--- src/rtl/sh7034_int_seq_pkg.sv ---
// ---------------------------------------------------------------------------
// SH7034_PKG
// Shared definitions for the SH7034 interrupt acceptance sequencer.
//   seq_state_t   : sequencer FSM states
//   VEC_NMI       : vector number of the non-maskable interrupt
//   VEC_ADDR_ERR  : vector number used when the vector fetch times out
//   exc_mask_f()  : mask level handed to the CPU for an accepted interrupt
// ---------------------------------------------------------------------------
package SH7034_PKG;

   typedef enum logic [2:0] {
      ST_IDLE  = 3'd0,
      ST_ACK   = 3'd1,
      ST_VREQ  = 3'd2,
      ST_FETCH = 3'd3,
      ST_WAIT  = 3'd4,
      ST_DONE  = 3'd5
   } seq_state_t;

   localparam logic [7:0] VEC_NMI      = 8'd11;
   localparam logic [7:0] VEC_ADDR_ERR = 8'd9;

   // NMI always raises the CPU mask to the maximum level.
   function automatic logic [3:0] exc_mask_f(input logic [3:0] lvl,
                                             input logic [7:0] vec);
      return (vec == VEC_NMI) ? 4'hF : lvl;
   endfunction

endpackage

--- src/rtl/sh7034_int_seq.sv ---
// ---------------------------------------------------------------------------
// sh7034_int_seq
// Interrupt acceptance sequencer: acknowledges the INTC, obtains the vector,
// fetches the handler address from the vector table at VBR and hands the
// exception (PC + new mask) to the CPU.
//
// Ports
//   CLK, RST_N            clock, asynchronous active-low reset
//   CE_R, CE_F            rise / fall clock enables
//   INT_REQ/LVL/VEC       request, level and vector from the INTC
//   INT_MASK              mask level presented to the INTC
//   INT_ACK, INT_ACP      acknowledge pulse, accept pulse
//   VECT_REQ, VECT_WAIT   vector handshake with the INTC
//   SR_I, VBR, CPU_SLOT   CPU mask, vector base, instruction boundary
//   IBUS_*                bus master used for the vector-table read
//   EXC_VALID/PC/MASK     exception handoff, consumed by EXC_TAKEN
//
// Configuration
//   SH7034_INT_SEQ_BUSTO_EN : when defined, a WAIT-state timeout of
//   BUSTO_LIMIT CE_R cycles refetches the address-error vector once and, on
//   a second timeout, completes with EXC_PC = 0.
// ---------------------------------------------------------------------------
module sh7034_int_seq
   import SH7034_PKG::*;
#(
   parameter logic [7:0] BUSTO_LIMIT = 8'd255
) (
   input  logic        CLK,
   input  logic        RST_N,
   input  logic        CE_R,
   input  logic        CE_F,
   input  logic        INT_REQ,
   input  logic [3:0]  INT_LVL,
   input  logic [7:0]  INT_VEC,
   output logic [3:0]  INT_MASK,
   output logic        INT_ACK,
   output logic        INT_ACP,
   output logic        VECT_REQ,
   input  logic        VECT_WAIT,
   input  logic [3:0]  SR_I,
   input  logic [31:0] VBR,
   input  logic        CPU_SLOT,
   output logic [27:0] IBUS_A,
   output logic [3:0]  IBUS_BA,
   output logic        IBUS_WE,
   output logic        IBUS_REQ,
   input  logic [31:0] IBUS_DI,
   input  logic        IBUS_BUSY,
   output logic        EXC_VALID,
   output logic [31:0] EXC_PC,
   output logic [3:0]  EXC_MASK,
   input  logic        EXC_TAKEN
);

   seq_state_t  state_reg, state_next;
   logic [3:0]  lvl_reg;
   logic [7:0]  vec_reg;
   logic [31:0] exc_pc_reg;
   logic        acp_reg;
   logic        accept, capture, enter_done, bus_phase;
   logic [31:0] fetch_addr;

`ifdef SH7034_INT_SEQ_BUSTO_EN
   logic [7:0]  busto_cnt_reg;
   logic        busto_retry_reg;
   logic        busto_gap_reg;
   logic        busto_refetch, busto_fail;
`endif

   // Vector table entry address; wraps modulo 2^32 before truncation.
   assign fetch_addr = VBR + {22'd0, vec_reg, 2'b00};
   assign bus_phase  = (state_reg == ST_FETCH) || (state_reg == ST_WAIT);

   always_ff @(posedge CLK or negedge RST_N) begin
      if (!RST_N) state_reg <= ST_IDLE;
      else        state_reg <= state_next;
   end

   always_comb begin
      state_next = state_reg;
      accept     = 1'b0;
      capture    = 1'b0;
`ifdef SH7034_INT_SEQ_BUSTO_EN
      busto_refetch = 1'b0;
      busto_fail    = 1'b0;
`endif
      case (state_reg)
         ST_IDLE:  if (CE_R && INT_REQ && CPU_SLOT) begin
                      state_next = ST_ACK;
                      accept     = 1'b1;
                   end
         ST_ACK:   if (CE_R) state_next = ST_VREQ;
         ST_VREQ:  if (CE_R && VECT_WAIT) state_next = ST_FETCH;
         ST_FETCH: if (CE_R) state_next = ST_WAIT;
         ST_WAIT: begin
            // The bus is sampled on the fall enable; a completed read
            // takes priority over a timeout landing on the same clock.
            if (CE_F && !IBUS_BUSY) begin
               state_next = ST_DONE;
               capture    = 1'b1;
            end
`ifdef SH7034_INT_SEQ_BUSTO_EN
            else if (CE_R && (busto_cnt_reg == BUSTO_LIMIT - 8'd1)) begin
               if (!busto_retry_reg) begin
                  state_next    = ST_FETCH;
                  busto_refetch = 1'b1;
               end else begin
                  state_next = ST_DONE;
                  busto_fail = 1'b1;
               end
            end
`endif
         end
         ST_DONE:  if (CE_R && EXC_TAKEN) state_next = ST_IDLE;
         default:  state_next = ST_IDLE;
      endcase
      enter_done = (state_next == ST_DONE) && (state_reg != ST_DONE);
   end

   always_ff @(posedge CLK or negedge RST_N) begin
      if (!RST_N) begin
         lvl_reg    <= '0;
         vec_reg    <= '0;
         exc_pc_reg <= '0;
         acp_reg    <= 1'b0;
      end else begin
         if (accept) begin
            lvl_reg <= INT_LVL;
            vec_reg <= INT_VEC;
         end
         if (capture) exc_pc_reg <= IBUS_DI;
`ifdef SH7034_INT_SEQ_BUSTO_EN
         if (busto_refetch) vec_reg    <= VEC_ADDR_ERR;
         if (busto_fail)    exc_pc_reg <= '0;
`endif
         // DONE may be entered on a fall enable; the accept pulse then
         // lasts until the following rise enable.
         if (enter_done) acp_reg <= 1'b1;
         else if (CE_R)  acp_reg <= 1'b0;
      end
   end

`ifdef SH7034_INT_SEQ_BUSTO_EN
   always_ff @(posedge CLK or negedge RST_N) begin
      if (!RST_N) begin
         busto_cnt_reg   <= '0;
         busto_retry_reg <= 1'b0;
         busto_gap_reg   <= 1'b0;
      end else begin
         // One-clock request gap so the bus sees the refetch as a new cycle.
         busto_gap_reg <= busto_refetch;
         if (state_reg == ST_FETCH)              busto_cnt_reg <= '0;
         else if (state_reg == ST_WAIT && CE_R)  busto_cnt_reg <= busto_cnt_reg + 8'd1;
         if (accept)             busto_retry_reg <= 1'b0;
         else if (busto_refetch) busto_retry_reg <= 1'b1;
      end
   end
   assign IBUS_REQ = bus_phase && !busto_gap_reg;
`else
   assign IBUS_REQ = bus_phase;
`endif

   // Any state past IDLE raises the mask to block nested requests.
   assign INT_MASK  = (state_reg == ST_IDLE) ? SR_I : 4'hF;
   assign INT_ACK   = (state_reg == ST_ACK);
   assign INT_ACP   = (state_reg == ST_DONE) && acp_reg;
   assign VECT_REQ  = (state_reg == ST_VREQ);
   assign IBUS_WE   = 1'b0;
   assign IBUS_BA   = bus_phase ? 4'hF : 4'h0;
   assign IBUS_A    = bus_phase ? fetch_addr[27:0] : 28'd0;
   assign EXC_VALID = (state_reg == ST_DONE);
   assign EXC_MASK  = (state_reg == ST_DONE) ? exc_mask_f(lvl_reg, vec_reg) : 4'h0;
   assign EXC_PC    = exc_pc_reg;

endmodule

--- config.mk ---
export PLATFORM = sky130hd
export DESIGN_NAME = sh7034_int_seq
export DESIGN_NICKNAME = d
export VERILOG_FILES = /design/src/rtl/sh7034_int_seq_pkg.sv /design/src/rtl/sh7034_int_seq.sv
export SDC_FILE = /design/constraint.sdc
export NUM_CORES = 1
export LEC_CHECK = 0
export BUFFER_PORTS_ARGS = -buffer_cell sky130_fd_sc_hd__buf_2
export CORE_AREA = 5 5 116 85
export DETAILED_ROUTE_END_ITERATION = 10
export DIE_AREA = 0 0 121 90
export GPL_TIMING_DRIVEN = 0
export SYNTH_ARGS = -nofsm -noshare
export SYNTH_HDL_FRONTEND = slang
export SYNTH_SLANG_ARGS = --single-unit
export TNS_END_PERCENT = 50
--- constraint.sdc ---
create_clock -name CLK -period 3.3 [get_ports CLK]
set_input_delay 0.33 -clock CLK [delete_from_list [all_inputs] [get_ports CLK]]
set_output_delay 0.33 -clock CLK [all_outputs]
set_load 0.02 [all_outputs]
; Word-level counts from Yosys, hierarchy flattened
; Cells that the tools add are included.
[word_totals]
out_inout_bits = 78
wordCells = 43
inputBits = 89
ff_bits = 48
[classes]
n_eq_ne = 8
reduce_logical = 11
add_sub_neg = 1
n_mux = 18
[ops]
columns = op, count
row1 = $add A28 B10 Y28, 1
row2 = $mux W28, 1
row3 = $mux W3, 6
row4 = $pmux W3 S6, 1
row5 = $mux W4, 4
row6 = $eq A3 B3 Y1 const B, 3
row7 = $eq A8 B4 Y1 const B, 1
row8 = $logic_and A1 B1 Y1, 7
row9 = $eq A3 B2 Y1 const B, 2
row10 = $mux W1, 6
row11 = $eq A3 B1 Y1 const B, 1
row12 = $logic_not A3 Y1, 1
row13 = $ne A3 B3 Y1 const B, 1
row14 = $reduce_bool A2 Y1, 1
row15 = $logic_not A1 Y1, 1
row16 = $logic_or A1 B1 Y1, 1

; Longest topological paths before layout
[logic_depth]
ltp_word = 7
mapped_depth = 8
depth_no_buf = 8

; Worst setup path after synthesis
; No wires, ideal clock.
[synth_path]
path_kind = register to output
start = register vec_reg[0]
end = output IBUS_A[26]
setup_slack_ns = 0.575
t_required_ns = 2.970
stages_incl_launch_ff = 9
arrival_time_ns = 2.395
path_buffers = 0
path_cell_list = dfrtp_1 -> ha_1 -> inv_1 -> fa_1 -> nand2b_1 -> a21o_2 -> a21o_1 -> or4_1 -> a21oi_1
[synth_between]
elab_chain_len = 2
[synth_lines]
columns = element, line_no
row1 = start: declaration, sh7034_int_seq.sv:57  ; logic [7:0] vec_reg;
row2 = start signal: assignment, sh7034_int_seq.sv:123  ; vec_reg <= '0;
row3 = start signal: assignment, sh7034_int_seq.sv:129  ; vec_reg <= INT_VEC;
row4 = $add A28 B10 Y28, sh7034_int_seq.sv:71  ; assign fetch_addr = VBR + {22'd0, vec_reg, 2'b00};
row5 = $mux W28, sh7034_int_seq.sv:170  ; assign IBUS_A = bus_phase ? fetch_addr[27:0] : 28'd0;
row6 = end: declaration, sh7034_int_seq.sv:43  ; output logic [27:0] IBUS_A,
; No other way between the ends.

; Worst setup path in the final report
[layout_path]
start = register vec_reg[0]
end = output IBUS_A[20]
; Same word-level chain as after synthesis.

==> qor.csv <==
stage,metric,value,unit
status,outcome,"finished, final reports clean",
logic_synthesis,cells after synthesis,281,
timing,Final Hold Violating Endpoints,0,
floorplanning,Die ar.,10900,µm²
logic_synthesis,Synth Area in Simple Gates,0.153,
cells_and_area,share of cells above drive strength 1,0.527,
logic_synthesis,cell area after synthesis,2940,µm²
global_routing,Overflow after GRT,0,
logic_synthesis,syn_area_per_cell,10.5,µm²
pwr,Pleak,2.10,nW
global_routing,largest net degree at the start of global routing,49,
cts,htree depth,2,
job,MaxCap Viol Count,0,
setup_path,critical path class,register to output pin,
detailed_routing,initial drt markers,180,
setup_path,"Cell Chain, Critical Path",ha_4 -> inv_1 -> fa_1 -> nand2b_1 -> a21o_4 -> a21o_1 -> or3_4 -> mux2_4 -> buf_2,
cts,clk slew on worst S/H paths,0.07,ns
logic_synthesis,Synth Area in Adders,0.0409,
timing,worst clock skew,0.00432,ns
global_routing,first-pass GRT wire length,13100,µm
floorplanning,Die Height,90,µm
cells_and_area,Final #Nets,547,
timing,RSZ-0062 raised after global routing,no,
floorplanning,CORE AREA,8740,µm²
hold_path,Hold WC Path Type,input port to asynchronous set/reset pin,
setup_path,CP arrival,2.85,ns
floorplanning,Die W,121,µm
cells_and_area,"commonest cells after routing, fill and taps aside","buf_2, dfrtp_1, mux2_2",
detailed_routing,number of detailed-route iterations in the first pass,4,
timing,Final Critical Period,3.18,ns
pwr,PD cells,869,nW/µm²
detailed_routing,vias per inst,4.67,
timing,setup violators final,0,
global_routing,initial antenna violation count,1,
logic_synthesis,Synth Net Count,379,
logic_synthesis,"EDFF count, synth",0,
logic_synthesis,Post-Synth XOR/XNOR Area,0.0418,
floorplanning,Top Ports,167,
logic_synthesis,compound-cell area share of the yosys netlist,0.124,
cts,CTS tree,built,
global_routing,number of global-route vias before repair,2643,
place,Port Buffers,160,
floorplanning,FP Rows,29,
place,pre-CTS setup slack,0.396,ns
cts,Root Driver,clkbuf_16,
cts,TritonCTS Buffers,5,
cts,"Hold-fix buffers, CTS",0,
floorplanning,initial core utilization,0.336,
timing,slew margin rel.,0.284,
detailed_routing,Residual DRC,0,
logic_synthesis,synthesized flop and latch total,48,
cells_and_area,n_diodes,0,
cells_and_area,"most common cell after layout, fill and taps aside",buf_2,
logic_synthesis,sequential share of the synthesized area,0.409,
timing,pins over their slew limit,0,
setup_path,Worst R2R Setup Slack,1.07,ns
cells_and_area,Sequential cell area,1200,µm²
cells_and_area,area delta synth->final,39.2,%
logic_synthesis,synth warn,0,
global_routing,GRT Overall Usage,0.148,
detailed_routing,final wirelength,8390,µm
pwr,VDD IR max,0.000399,V
setup_path,Worst setup SP type,register,
setup_path,CP Max Fanout,7,
cts,Clock Path Buffers,2,
detailed_routing,Final ANT Viol Nets,0,
setup_path,CP max stage delay,0.41,ns
timing,part of the cycle the worst path needs,0.965,
logic_synthesis,mux share of post-synthesis cell area,0.173,
cells_and_area,max FFs per register,32,
setup_path,CP Data Required Time,2.97,ns
timing,Max Fclk,314,MHz
timing,Final Worst Setup Slack,0.116,ns
logic_synthesis,largest family of logic cells by synthesized area,multiplexers,
timing,slew at the pin with the worst max-slew slack,1.07,ns
logic_synthesis,Post-synth top flop,dfrtp_1,
cells_and_area,Multi-input gate area,1590,µm²
setup_path,Worst path slowest cell,dfrtp_1,
logic_synthesis,post-synth cell types,47,
detailed_routing,Avg WL per Cell,14.6,µm
cells_and_area,fillers,854,
cts,clock sinks,48,
detailed_routing,via count,2680,
logic_synthesis,ys async rst share,1.00,
timing,Setup TNS,0,ns
setup_path,Crit. End Element,output pin,
place,HPWL Detailed,6800,µm
place,Placer Congestion,0.863,
cts,insertion delay to the later sink of the worst-skew pair,0.29,ns
## cell families after synthesis
logic type | count (synthesis)
AOI/OAI and AO/OA | 54
xor gates and xnor gates | 14
adders and majority gates | 9
buffers and inverters | 29
DFF | 48
muxes | 45
other | 1
and+or+nand+nor | 81
## critical path: cells and delay by family, from the launching register on
kind            cells  cell delay [ns]
fa+ha+maj           2             0.56
simple gates        2             0.59
buf+inv             2             0.21
compound gates      2             0.49
flops               1             0.41
mux                 1             0.30
## path summary, 6_finish.rpt
kind,startpoint,end,depth (start not counted)
max reg2reg,state_reg[2],vec_reg[4],6
max in group asynchronous,RST_N,EXC_PC[4],1
min in group CLK,INT_VEC[1],vec_reg[1],3
min,RST_N,EXC_PC[16],1
min reg2reg,EXC_PC[0],EXC_PC[0],1
max,vec_reg[0],IBUS_A[20],9
## metrics by stage
step | cells | util | power (W) | area [µm²] | hold slack [ns]
after floorplan | 281 | - | 0.00235 | 2940 | 0.0344
after global placement | 565 | 0.445 | 0.00294 | 3890 | 0.459
after detailed placement | 565 | 0.445 | 0.00298 | 3890 | 0.475
after CTS | 573 | 0.464 | 0.00357 | 4060 | 0.245
after global routing | 574 | 0.468 | 0.00380 | 4090 | 0.260
final | 574 | 0.468 | 0.00355 | 4090 | 0.242
## synth_stat cells (all sizes together) (2+ instances only)
master	number	area [µm²]
dfrtp	48	1200
mux2	44	499
nor2	20	75.1
nand2	16	60.1
a21oi	14	70.1
buf	13	106
inv	10	37.5
nand3	10	50.1
ha	8	100
o211ai	8	70.1
xor2	8	70.1
a21o	7	55.1
nand2b	7	43.8
o21ai	7	35.0
clkbuf	6	23.8
o21a	6	45.0
or4	6	45.0
xnor2	6	52.6
and2	5	33.8
nor3	4	25.0
or3	4	31.3
a211oi	3	22.5
a31oi	3	18.8
nor3b	3	22.5
o31ai	3	22.5
o2111ai	2	17.5
## power by group
group          switching (W)  total [W]  internal (W)
clock               0.000224   0.000580      0.000356
combinational        0.00115    0.00196      0.000808
sequential          0.000147    0.00102      0.000871
total                0.00152    0.00355       0.00203
## timing repair
| item | 4_1_cts | 5_1_grt |
|---|---|---|
| resized for setup | 0 | 4 |
| setup buffers | 0 | 1 |
| endpoints found under the setup margin | 0 | 3 |
## area by class of cell
cell class                      count  area share
Multi-Input combinational cell    204       0.388
Sequential cell                    48       0.294
Timing Repair Buffer              161       0.198
Tap cell                          124      0.0379
Buffer                             19      0.0318
Clock buffer                        5      0.0306
Clock inverter                      3      0.0104
Inverter                           10     0.00918
## routing by layer
| metal | track usage | part of all wire | vias to the layer above |
|---|---|---|---|
| met3 | 0.0471 | 0.070 | 11 |
| met2 | 0.240 | 0.49 | 79 |
| met1 | 0.193 | 0.43 | 1254 |
| li1 | - | - | 1334 |
| met4 | 0.0321 | 0.0095 | 2 |
| met5 | 0 | 0.0015 | - |
Power figures use the tool's default switching activity.
